**config.mk**
```make
export PLATFORM = sky130hd
export DESIGN_NAME = serial_adder
export DESIGN_NICKNAME = d
export VERILOG_FILES = /design/src/rtl/serial_adder_pkg.sv /design/src/rtl/serial_adder_fa.sv /design/src/rtl/serial_adder.sv
export SDC_FILE = /design/constraint.sdc
export NUM_CORES = 1
export LEC_CHECK = 0
export BUFFER_PORTS_ARGS = -buffer_cell sky130_fd_sc_hd__clkbuf_2
export CAP_MARGIN = 30
export CORE_MARGIN = 1.5
export CORE_UTILIZATION = 50
export CTS_CLUSTER_SIZE = 40
export DETAILED_ROUTE_END_ITERATION = 10
export PLACE_DENSITY = 0.76
export SLEW_MARGIN = 20
export SYNTH_ARGS = -nofsm -noshare
export SYNTH_HDL_FRONTEND = slang
export SYNTH_SLANG_ARGS = --single-unit
export TNS_END_PERCENT = 100
```
**constraint.sdc**
```tcl
create_clock -name clk -period 1.89 [get_ports clk]
set_input_delay 0.0945 -clock clk [delete_from_list [all_inputs] [get_ports clk]]
set_output_delay 0.0945 -clock clk [all_outputs]
set_load 0.05 [all_outputs]
```
**src/rtl/serial_adder_pkg.sv**
```systemverilog
// Shared constants for the bit-serial adder: default operand width and state encoding.
package serial_adder_pkg;

  localparam int unsigned DEFAULT_WIDTH = 16;

  typedef enum logic [1:0] {
    ST_IDLE  = 2'd0,
    ST_SHIFT = 2'd1,
    ST_DONE  = 2'd2
  } state_e;

endpackage

```
**src/rtl/serial_adder_fa.sv**
```systemverilog
// One-bit full-adder cell used as the bit-slice datapath of the serial adder.
module serial_adder_fa (
  input  logic a_i,
  input  logic b_i,
  input  logic c_i,
  output logic s_o,
  output logic c_o
);

  assign s_o = a_i ^ b_i ^ c_i;
  assign c_o = (a_i & b_i) | (a_i & c_i) | (b_i & c_i);

endmodule

```
**src/rtl/serial_adder.sv**
```systemverilog
// Bit-serial adder: processes one bit per clock through a single full-adder cell,
// LSB first, and publishes sum/cout/overflow when the last bit is done.
module serial_adder
  import serial_adder_pkg::*;
#(
  parameter int unsigned WIDTH = DEFAULT_WIDTH
) (
  input  logic             clk,
  input  logic             reset,
  input  logic             start,
  input  logic [WIDTH-1:0] a,
  input  logic [WIDTH-1:0] b,
  input  logic             cin,
  output logic             ready,
  output logic             busy,
  output logic             done,
  output logic [WIDTH-1:0] sum,
  output logic             cout,
  output logic             overflow
);

  localparam int unsigned            CNT_W    = (WIDTH > 1) ? $clog2(WIDTH) : 1;
  localparam logic [CNT_W-1:0]       LAST_BIT = CNT_W'(WIDTH - 1);

  state_e             state_q, state_d;
  logic [CNT_W-1:0]   cnt_q;
  logic               load_c, shift_c, last_c;

  logic [WIDTH-1:0]   a_q, b_q;
  logic               carry_q;
  logic [WIDTH-1:0]   sum_q;
  logic               cout_q, ovf_q;
  logic               fa_s, fa_co;

  // ---------------- Controller ----------------
  always_ff @(posedge clk) begin
    if (reset) state_q <= ST_IDLE;
    else       state_q <= state_d;
  end

  always_comb begin
    state_d = state_q;
    load_c  = 1'b0;
    shift_c = 1'b0;
    last_c  = (cnt_q == LAST_BIT);
    case (state_q)
      ST_IDLE, ST_DONE: begin
        if (start) begin
          load_c  = 1'b1;
          state_d = ST_SHIFT;
        end else begin
          state_d = ST_IDLE;
        end
      end
      ST_SHIFT: begin
        shift_c = 1'b1;
        if (last_c) state_d = ST_DONE;
      end
      default: state_d = ST_IDLE;
    endcase
  end

  always_ff @(posedge clk) begin
    if (reset || load_c) cnt_q <= '0;
    else if (shift_c)    cnt_q <= cnt_q + CNT_W'(1);
  end

  // ---------------- Datapath ----------------
  serial_adder_fa u_fa (
    .a_i (a_q[0]),
    .b_i (b_q[0]),
    .c_i (carry_q),
    .s_o (fa_s),
    .c_o (fa_co)
  );

  // Operand A register doubles as the result shift register: sum bits enter at the MSB.
  always_ff @(posedge clk) begin
    if (reset) begin
      a_q     <= '0;
      b_q     <= '0;
      carry_q <= 1'b0;
    end else if (load_c) begin
      a_q     <= a;
      b_q     <= b;
      carry_q <= cin;
    end else if (shift_c) begin
      a_q     <= {fa_s, a_q[WIDTH-1:1]};
      b_q     <= {1'b0, b_q[WIDTH-1:1]};
      carry_q <= fa_co;
    end
  end

  // On the last bit, carry_q is the carry into the MSB and fa_co the carry out of it.
  always_ff @(posedge clk) begin
    if (reset) begin
      sum_q  <= '0;
      cout_q <= 1'b0;
      ovf_q  <= 1'b0;
    end else if (shift_c && last_c) begin
      sum_q  <= {fa_s, a_q[WIDTH-1:1]};
      cout_q <= fa_co;
      ovf_q  <= carry_q ^ fa_co;
    end
  end

  assign ready    = (state_q != ST_SHIFT);
  assign busy     = (state_q == ST_SHIFT);
  assign done     = (state_q == ST_DONE);
  assign sum      = sum_q;
  assign cout     = cout_q;
  assign overflow = ovf_q;

endmodule

```
# Yosys cells after proc, flatten, opt, wreduce, memory -nomap -nowiden
# Index checks and enable logic that the tools add are counted.
# classes
addsub	1
eq_ne	5
n_bitwise	8
mux	12
reduce_logical	5
# op_table
op	count
16-bit 2-to-1 mux	4
1-bit 2-to-1 mux	6
4-bit by 1-bit adder with 4-bit output, second input constant	1
4-bit equality test, second input constant	1
2-bit by 1-bit != test with 1-bit output, second input constant	2
2-bit one-hot mux with 2 select lines	1
1-bit bitwise AND	3
1-bit XOR	3
2-bit by 1-bit equality test with 1-bit output, second input constant	1
2-bit equality test, second input constant	1
2-bit zero test	1
2-bit 2-to-1 mux	1
1-bit OR	2
2-bit nonzero test	1
2-bit OR reduction	1
1-bit logical AND	1
1-bit logical OR	1
# totals
register_bits	57
wordCells	39
in_bits	36

# Longest topological paths before layout
# Gate-level depths: netlist (run 1).
# logic_depth
ltp_word	5
depth_mapped	6
mapped_depth_nobuf	4

# Modules after synthesis
# Synthesis (run 1) repeated with hierarchy kept, for this count alone.
# hier_totals
cells_unflattened	300
hier_area_um2	2412.3
# by_module_without_submodules
mod	area_each_um2	cells_per_inst	n_inst	seq_area_each_um2
serial_adder	2392.3	299	1	1141.1
serial_adder_fa	20.0	1	1	0.0

# Worst setup path before layout (run 1)
# No wires, ideal clock.
# synth_timing
path_type	register -> register
from	register carry_q
to	register sum_q[15] (netlist: sum[15])
setup_time_ns	0.071
period_less_slack_ns	1.427
path_slack_ns	0.463
arrival_time_ns	1.357
t_required_ns	1.819
path_stages_with_launch	5
cell_sequence	dfxtp_1 fa_1 inv_1 or3_1 a21oi_1
# synth_via
elab_chain_cells	1
# synth_lines
item	line_no	rtl
from (decl)	serial_adder.sv:30	logic carry_q;
from (signal assigned)	serial_adder.sv:86	carry_q <= cin;
from (signal assigned)	serial_adder.sv:90	carry_q <= fa_co;
1-bit XOR	serial_adder_fa.sv:10	assign s_o = a_i ^ b_i ^ c_i;
net fa_s	serial_adder.sv:33	logic fa_s, fa_co;
to (signal assigned)	serial_adder.sv:101	sum_q <= {fa_s, a_q[WIDTH-1:1]};
to (decl)	serial_adder.sv:31	logic [WIDTH-1:0] sum_q;
# The timed path passes the listed nets, and every way through them passes these cells.
# A chain may end at the register's enable or synchronous reset.

# Worst setup path after layout (run 1)
# layout_timing
from	register state_q[1]
to	output port busy
# layout_via
elab_chain_cells	1
# layout_lines
item	line_no	rtl
from (decl)	serial_adder.sv:25	state_e state_q, state_d;
from (signal assigned)	serial_adder.sv:38	else state_q <= state_d;
2-bit by 1-bit equality test with 1-bit output	serial_adder.sv:108	assign busy = (state_q == ST_SHIFT);
to (decl)	serial_adder.sv:15	output logic busy,
# Every way passes these cells.

==> results of run 1 <==
## routing by layer
layer | vias up | share of wire
met5 | - | 0
met4 | 0 | 0.022
met3 | 11 | 0.043
met2 | 47 | 0.45
met1 | 1020 | 0.48
li1 | 1139 | -
## state kept, by name, indices dropped and copies added (netlist names)
name	flops
overflow	1
cnt_q	4
carry_q	1
state_q	2
sum	16
cout	1
a_q	16
b_q	16
## synth_stat cells
master	instances
a211oi_1	1
a21oi_1	27
a22oi_1	8
a31oi_1	21
and2b_1	1
buf_2	9
buf_4	1
buf_6	3
clkbuf_1	15
clkbuf_2	1
dfxtp_1	57
fa_1	1
ha_1	1
inv_1	18
inv_2	1
mux2i_1	1
nand2_1	43
nand2b_1	2
nand3_1	11
nand3b_1	1
nor2_1	1
nor2b_1	1
nor3_1	10
o21ai_0	39
o21bai_1	1
o22ai_1	3
o311a_1	1
or3_1	18
xnor2_1	1
xor2_1	2
## path summary, 6_finish.rpt
check                          start              endpoint  slack (ns)  cells after the start
min                            b[15]  b_q[15]$_SDFFE_PP0P_        0.02                      3
min reg2reg     b_q[15]$_SDFFE_PP0P_  b_q[15]$_SDFFE_PP0P_        0.47                      2
max          state_q[1]$_SDFFE_PP0P_                  busy        0.20                      4
max reg2reg     carry_q$_SDFFE_PP0P_  sum[15]$_SDFFE_PP0P_        0.37                      4
## cell families (layout without fill, tap and decap cells)
kind of cell    after synthesis  count (layout)
compound gates              101             101
buf+inv                      48             100
mux                           1               1
flops                        57              57
simple gates                 88              88
xor+xnor                      3               3
fa+ha+maj                     2               2
## worst max-delay path, delay by kind of cell, from the launching register on
family	cells	cell delay, ns
flip-flops	1	0.32
AND/OR/NAND/NOR	1	0.34
buffers and inverters	3	0.60
## where the power goes
group / internal, mW / switching (mW) / leakage [nW]
Clock: 0.634 / 0.485 / 0.102
Sequential: 1.27 / 0.0465 / 0.467
Combinational: 0.121 / 0.188 / 0.587
Total: 2.02 / 0.720 / 1.16
## metrics by stage
stage                     instance area [um^2]  utilization  power [mW]  std cells
after floorplan                           2410            -        1.55        300
after global placement                    2710        0.577        1.64        390
after detailed placement                  2710        0.577        1.65        390
after CTS                                 2900        0.618        2.77        406
after global routing                      2900        0.618        2.86        406
final                                     2900        0.618        2.74        406
## area by class of cell
type	count	area, um^2
Tap cell	54	67.6
Timing Repair Buffer	65	373
Clock inverter	6	57.6
Inverter	19	71.3
Fill cell	433	1790
Clock buffer	10	138
Sequential cell	57	1140
Multi-Input combinational cell	195	1050
==> summary.txt, run 1 <==
Timing
  – Final setup viols: 0
  – Slew margin rel.: 0.611
  – Final Hold Fails: 0
  – Tcrit/Tclk final: 0.896
  – Final slew viol count: 0
  – Final Skew: 0.00539 ns
  – Max frequency: 591 MHz
  – RSZ-0062 raised after global routing: no
  – Tmin final: roughly 1.7 ns
  – Final WS setup: 0.197 ns
  – Hold WS: 0.0210 ns
  – Setup TNS: 0 ns
  – Worst slew pin tran: 0.582 ns

CTS
  – CTS tree: yes
  – CTS HTree Levels: 3
  – CTS Sinks: 57
  – Reg clk slew, reported paths: 0.06 ns
  – Hold_buf cts: 0
  – Worst skew pair latency: 0.34 ns
  – CTS Buf Count: 9
  – Resized cells post-CTS: 0
  – Setup Fix Bufs, Post-CTS: 0
  – CTS root buf: clkbuf_8
  – Max clock buf depth: 2

Critical path
  – Critical path arrival: 1.60 ns
  – Critical setup path kind: register to primary output
  – Worst-path cell chain: nand2b_2 -> inv_2 -> buf_4 -> clkbuf_2
  – Slowest-stage cell, CP: nand2b_2
  – Crit end category: primary output
  – CP peak stage delay: about 0.34 ns
  – CP startpoint kind: register
  – Crit path max fanout: 14
  – WP data required: between 1.5 and 2 ns

Floorplan
  – Die Ht: 72.4 um
  – Initial core utilization: 0.514
  – Die Wd: 72.4 um
  – Core area: 4690 um^2
  – Die area: 5250 um^2
  – I/O Pins: 57
  – Std cell rows: 25

Global route
  – Met3 usage: 0.0458
  – Overflow left after global routing: 0
  – Initial antenna violation count: 0
  – Vias in the first global route: 2079
  – Gr busiest metal: met2
  – Routing usage on met2: 0.353
  – Grt met1 use: 0.306
  – Largest net degree at the start of global routing: 55
  – First-pass GRT wire length: 9.32 mm
  – GRT Overall Usage: 0.230

Route
  – Initial DRT Pass Iterations: 4
  – Avg WL per Cell: about 14 um
  – Final ANT Viol Nets: 0
  – Iteration-0 DRC Markers: 135
  – Via count: 2217
  – Remaining DRCs: 0
  – Vias per inst: 5.46
  – Post-Route WL: ~5.5 mm

Yosys
  – Post-Syn Area: approximately 2400 um^2
  – Xor/xnor share of the synthesized area: 0.0109
  – Sequential-to-total area share from yosys stat: 0.473
  – Compound-Gate Fraction of Synth Area: 0.235
  – Ys Warns: 0
  – Synth Area in Simple Gates: 0.173
  – Area leader, netlist: dfxtp_1
  – Gate Count Post-Synth: 300
  – Share of the synthesized area in the top cell type: 0.473
  – Synth area leaders: dfxtp_1 (47%), o21ai_0 (8.1%), nand2_1 (6.7%)
  – Syn nets: between 300 and 400
  – Adder-cell share of the synthesized area: 0.0135
  – Post-synthesis register bit count: 57
  – Multiplexer area fraction after synthesis: 0.00415
  – Netlist cell types: 30
  – Syn Area/Cell: 8.04 um^2
  – Largest family of logic cells by synthesized area: compound AO/OA/AOI/OAI gates

Placed design
  – HPWL Detailed: around 3.6 mm
  – Pre-CTS setup slack: 0.382 ns
  – I/O Buffers: 56
  – RePlAce Congestion: 0.778

Finish
  – Layout cells sized above 1: 0.236
  – Most common cell after layout, fill and taps aside: dfxtp_1
  – Area growth, synth to finish: 20.3%
  – Final net count: 385
  – Commonest non-fill, non-tap cells in the layout: dfxtp_1 (57), clkbuf_2 (56), nand2_1 (43), o21ai_0 (39), a21oi_1 (27)
  – Antenna Cells: 0

Pwr
  – Cell Pwr Density: 945 nW/um^2
  – Lkg Pwr: approximately 1.2 nW
  – Peak supply drop: 0.000423 V

Job
  – Max-cap viol count: 0

Hold path
  – Min-delay worst type: primary input to register

Outcome
  – Status: completed
(Power assumes the default switching activity.)
==> run 2, diff against run 1 <==
PLACE_DENSITY = 0.75   (was 0.76)
==> run 2 against run 1 <==
Against the previous run:
- critical path depth unchanged
- wire length shrank 2.3%
- utilization shrank 0.27 points
- register-to-register slack gained 0.04 ns
- via count down 1.2%
- sequential power hardly changed
- critical path type unchanged
- critical endpoint unchanged
- highest routed layer unchanged
==> summary.txt, run 2 (synthesis gave the netlist of run 1 again) <==
Outcome
  – Status: completed

Timing
  – Tcrit/Tclk final: 0.927
  – RSZ-0062 raised after global routing: no
  – Max frequency: 571 MHz
  – Hold WS: 0.0386 ns
  – Tmin final: 1.75 ns
  – Slew margin rel.: 0.601
  – Final Skew: 0.00848 ns
  – Setup TNS: 0 ns
  – Final slew viol count: 0
  – Final Hold Fails: 0
  – Worst slew pin tran: 0.597 ns
  – Final setup viols: 0

Global route
  – Overflow left after global routing: 0
  – Initial antenna violation count: 0
  – Vias in the first global route: 1924
  – GRT Overall Usage: 0.216
  – Gr busiest metal: met2
  – Grt met1 use: 0.292
  – Largest net degree at the start of global routing: between 50 and 60
  – Met3 usage: 0.0639
  – Routing usage on met2: 0.319
  – First-pass GRT wire length: just under 9 mm

Pwr
  – Lkg Pwr: roughly 1.2 nW
  – Final total power: 2.70 mW
  – Peak supply drop: 0.000582 V
  – Cell Pwr Density: 934 nW/um^2

Floorplan
  – I/O Pins: between 50 and 60
  – Core area: around 4700 um^2
  – Std cell rows: 25
  – Die area: 5250 um^2
  – Initial core utilization: 0.514
  – Die Ht: 72.4 um
  – Die Wd: about 72 um

CTS
  – Max clock buf depth: 2
  – Resized cells post-CTS: 0
  – Worst skew pair latency: about 0.33 ns
  – CTS tree: yes
  – Reg clk slew, reported paths: 0.06 ns
  – Hold_buf cts: 1
  – CTS root buf: clkbuf_8
  – CTS Sinks: 57
  – CTS HTree Levels: 3
  – CTS Buf Count: 9
  – Setup Fix Bufs, Post-CTS: 0

Critical path
  – CP startpoint kind: register
  – CP peak stage delay: approximately 0.41 ns
  – Worst-path cell chain: nand2b_2 -> inv_2 -> buf_4 -> clkbuf_2
  – Crit path max fanout: 15
  – R2R Setup Slk: 0.41 ns
  – Crit path from: state_q[0]$_SDFFE_PP0P_
  – Delay-heaviest family, CP: buffers and inverters
  – Crit end category: primary output
  – Reg-to-Reg Start: carry_q$_SDFFE_PP0P_
  – Slowest-stage cell, CP: dfxtp_1
  – Critical setup path kind: register to primary output
  – WP data required: 1.80 ns
  – Critical path arrival: 1.66 ns
  – CP bufs+invs: 3

Placed design
  – I/O Buffers: 56
  – HPWL Detailed: approximately 3.4 mm
  – RePlAce Congestion: 0.722

Route
  – Avg WL per Cell: 13.2 um
  – Final ANT Viol Nets: 0
  – Post-Route WL: 5.37 mm
  – Remaining DRCs: 0
  – Via count: about 2200
  – Iteration-0 DRC Markers: 175
  – Initial DRT Pass Iterations: 4
  – Vias per inst: 5.40

Finish
  – Multi-input logic area: 1050 um^2
  – Layout cells sized above 1: 0.230
  – Area growth, synth to finish: 19.8%
  – Commonest non-fill, non-tap cells in the layout: dfxtp_1 (57), clkbuf_2 (56), nand2_1 (43), o21ai_0 (39), a21oi_1 (27)
  – Most common cell after layout, fill and taps aside: dfxtp_1
  – Reg area: 1140 um^2
  – Final net count: 385
  – Fill count: 432
  – Antenna Cells: 0
  – Final Core Density: 0.616

Hold path
  – Min-delay worst type: primary input to register
  – Min-delay src: a[1]

Job
  – Max-cap viol count: 0
[run 2: cell type report]
type | count | share of cell area
Sequential cell | 57 | 0.395
Multi-Input combinational cell | 195 | 0.365
Timing Repair Buffer | 65 | 0.126
Clock buffer | 14 | 0.0632
Inverter | 19 | 0.0247
Tap cell | 54 | 0.0234
Clock inverter | 2 | 0.00346
[run 2: report_power, final]
group / total [mW] / internal, mW / switching, mW
sequential: 1.32 / 1.27 / 0.0479
clock: 1.08 / 0.615 / 0.466
combinational: 0.302 / 0.116 / 0.186
total: 2.70 / 2.00 / 0.700
[run 2: stage by stage]
step / area, um^2 / std cells / setup WS [ns]
after floorplan: 2410 / 300 / 0.463
after global placement: 2690 / 389 / 0.448
after detailed placement: 2690 / 389 / 0.423
after CTS: 2890 / 406 / 0.135
after global routing: 2890 / 406 / 0.0683
final: 2890 / 406 / 0.139
[run 2: metal layers]
layer  wire (um)  part of all wire  up-vias
met2        2380              0.44       54
li1            -                 -     1137
met3         271             0.050        7
met5           0                 0        -
met4          68             0.013        0
met1        2640              0.49      993
[run 2: worst paths after layout]
path | to | depth (start not counted)
worst max-delay path | busy | 4
worst min-delay path | a_q[1]$_SDFFE_PP0P_ | 3
worst max register to register | sum[15]$_SDFFE_PP0P_ | 4
worst min register to register | b_q[1]$_SDFFE_PP0P_ | 2
[run 2: worst reg2reg max path: stages, from the launching register on]
cell and delay [ns]:
dfxtp_1 0.34, fa_1 0.56, inv_1 0.04, or3_1 0.35, a21oi_1 0.12
==> run 3, diff against run 2 <==
REMOVE_ABC_BUFFERS = 1   (was not set)
==> run 3 against run 2 <==
Against the previous run:
- first-iteration DRC count down 13%
- wire length is 0.91% lower
- worst hold slack worse by 0.0013 ns
- utilization up 0.43 points
- highest routed layer unchanged
- clock power hardly changed
- clock-buffer cell count did not move
- final cell count grew 0.99%
- global-route usage increased by 0.62 points
- largest power group unchanged
- design area grew 0.69%
- combinational power grew 1%
==> summary.txt, run 3 (synthesis gave the netlist of run 1 again) <==
Placed design
  – RePlAce Congestion: 0.777
  – Cells after DPL: just under 400
  – HPWL Detailed: 3.26 mm
  – Pre-CTS setup slack: 0.402 ns
  – I/O Buffers: 56

Global route
  – Overflow left after global routing: 0
  – First-pass GRT wire length: 8.95 mm
  – Vias in the first global route: between 2000 and 2500
  – Initial antenna violation count: 0
  – GRT Overall Usage: 0.222
  – Largest net degree at the start of global routing: 36

Finish
  – Multi-input logic area: approximately 1100 um^2
  – Most common cell after layout, fill and taps aside: dfxtp_1
  – Final net count: 389
  – Final non-filler cell total: 410
  – Commonest non-fill, non-tap cells in the layout: dfxtp_1 (57), clkbuf_2 (56), nand2_1 (43), o21ai_0 (39), a21oi_1 (27)
  – Antenna Cells: 0
  – Area growth, synth to finish: 20.7%
  – Reg area: 1140 um^2
  – Fill count: 429
  – Layout cells sized above 1: 0.242

Critical path
  – CP startpoint kind: register
  – Crit path max fanout: 21
  – Crit end category: primary output
  – Critical setup path kind: register to primary output
  – WP data required: 1.80 ns
  – Critical path arrival: 1.55 ns

CTS
  – CTS tree: yes
  – CTS root buf: clkbuf_8
  – CTS HTree Levels: 3
  – CTS Sinks: 57
  – CTS Buf Count: 9
  – Resized cells post-CTS: 0
  – Worst skew pair latency: 0.34 ns
  – Reg clk slew, reported paths: 0.06 ns
  – Max clock buf depth: 2
  – Setup Fix Bufs, Post-CTS: 0

Route
  – Post-Route WL: 5.32 mm
  – Initial DRT Pass Iterations: 4
  – Iteration-0 DRC Markers: ~150
  – Avg WL per Cell: 13.0 um
  – Final ANT Viol Nets: 0
  – Remaining DRCs: 0
  – Vias per inst: 5.50
  – Via count: approximately 2300

Timing
  – Hold WS: 0.0373 ns
  – Worst slew pin tran: between 0.5 and 0.6 ns
  – Max frequency: 610 MHz
  – Tcrit/Tclk final: 0.868
  – Final WS setup: roughly 0.25 ns
  – Final Hold Fails: 0
  – Final Skew: 0.00535 ns
  – Tmin final: roughly 1.6 ns
  – Slew margin rel.: 0.603
  – Final slew viol count: 0
  – Final setup viols: 0
  – RSZ-0062 raised after global routing: no

Floorplan
  – Die Wd: 72.4 um
  – Die area: 5250 um^2
  – Std cell rows: 25
  – Core area: between 4000 and 5000 um^2
  – Initial core utilization: 0.514
  – I/O Pins: 57
  – Die Ht: 72.4 um

Pwr
  – Peak supply drop: between 0.0005 and 0.0006 V
  – Lkg Pwr: 1.16 nW
  – Final total power: about 2.7 mW
  – Cell Pwr Density: 926 nW/um^2

Job
  – Max-cap viol count: 0

Outcome
  – Status: completed

Hold path
  – Min-delay worst type: primary input to register
[run 3: worst max-delay path: stages, from the launching register on]
cell and delay [ns]:
dfxtp_1 0.32, nand2b_2 0.21, inv_2 0.32, clkbuf_2 0.35
[run 3: worst paths after layout]
path                      startpoint                   end  slack [ns]  cells past startpoint
max reg2reg     carry_q$_SDFFE_PP0P_  sum[15]$_SDFFE_PP0P_        0.39                      4
max          state_q[1]$_SDFFE_PP0P_                  busy        0.25                      3
min reg2reg      b_q[4]$_SDFFE_PP0P_   b_q[4]$_SDFFE_PP0P_        0.47                      2
min                             b[7]   b_q[7]$_SDFFE_PP0P_        0.04                      3
[run 3: area by class of cell]
cell class	count	area share
Timing Repair Buffer	69	0.131
Clock inverter	2	0.00344
Multi-Input combinational cell	195	0.363
Tap cell	54	0.0232
Clock buffer	14	0.0628
Sequential cell	57	0.392
Inverter	19	0.0245
[run 3: timing repair]
action,4_1_cts,5_1_grt
endpoints found under the hold margin,1,0
hold buffers,1,0
endpoints found under the setup margin,0,0
[run 3: stage by stage]
stage          instance area, um^2  TNS [ns]   util
3_3_place_gp                  2710         0  0.577
3_5_place_dp                  2710         0  0.577
6_report                      2910         0  0.620
5_1_grt                       2910         0  0.620
2_1_floorplan                 2260    -52.41      -
4_1_cts                       2910         0  0.620
[run 3: metal layers]
layer | GRT usage | wire length [um] | vias to the layer above
li1 | - | - | 1149
met5 | 0 | 0 | -
met1 | 0.264 | 2430 | 1041
met2 | 0.366 | 2540 | 56
met3 | 0.0806 | 259 | 11
met4 | 0.0881 | 85 | 0
[run 3: where the power goes]
| part | internal, mW | switching, mW | leakage, nW | total (mW) |
|---|---|---|---|---|
| Clock | 0.615 | 0.460 | 0.102 | 1.08 |
| Sequential | 1.27 | 0.0443 | 0.467 | 1.31 |
| Combinational | 0.119 | 0.187 | 0.594 | 0.306 |
| Total | 2.00 | 0.691 | 1.16 | 2.69 |
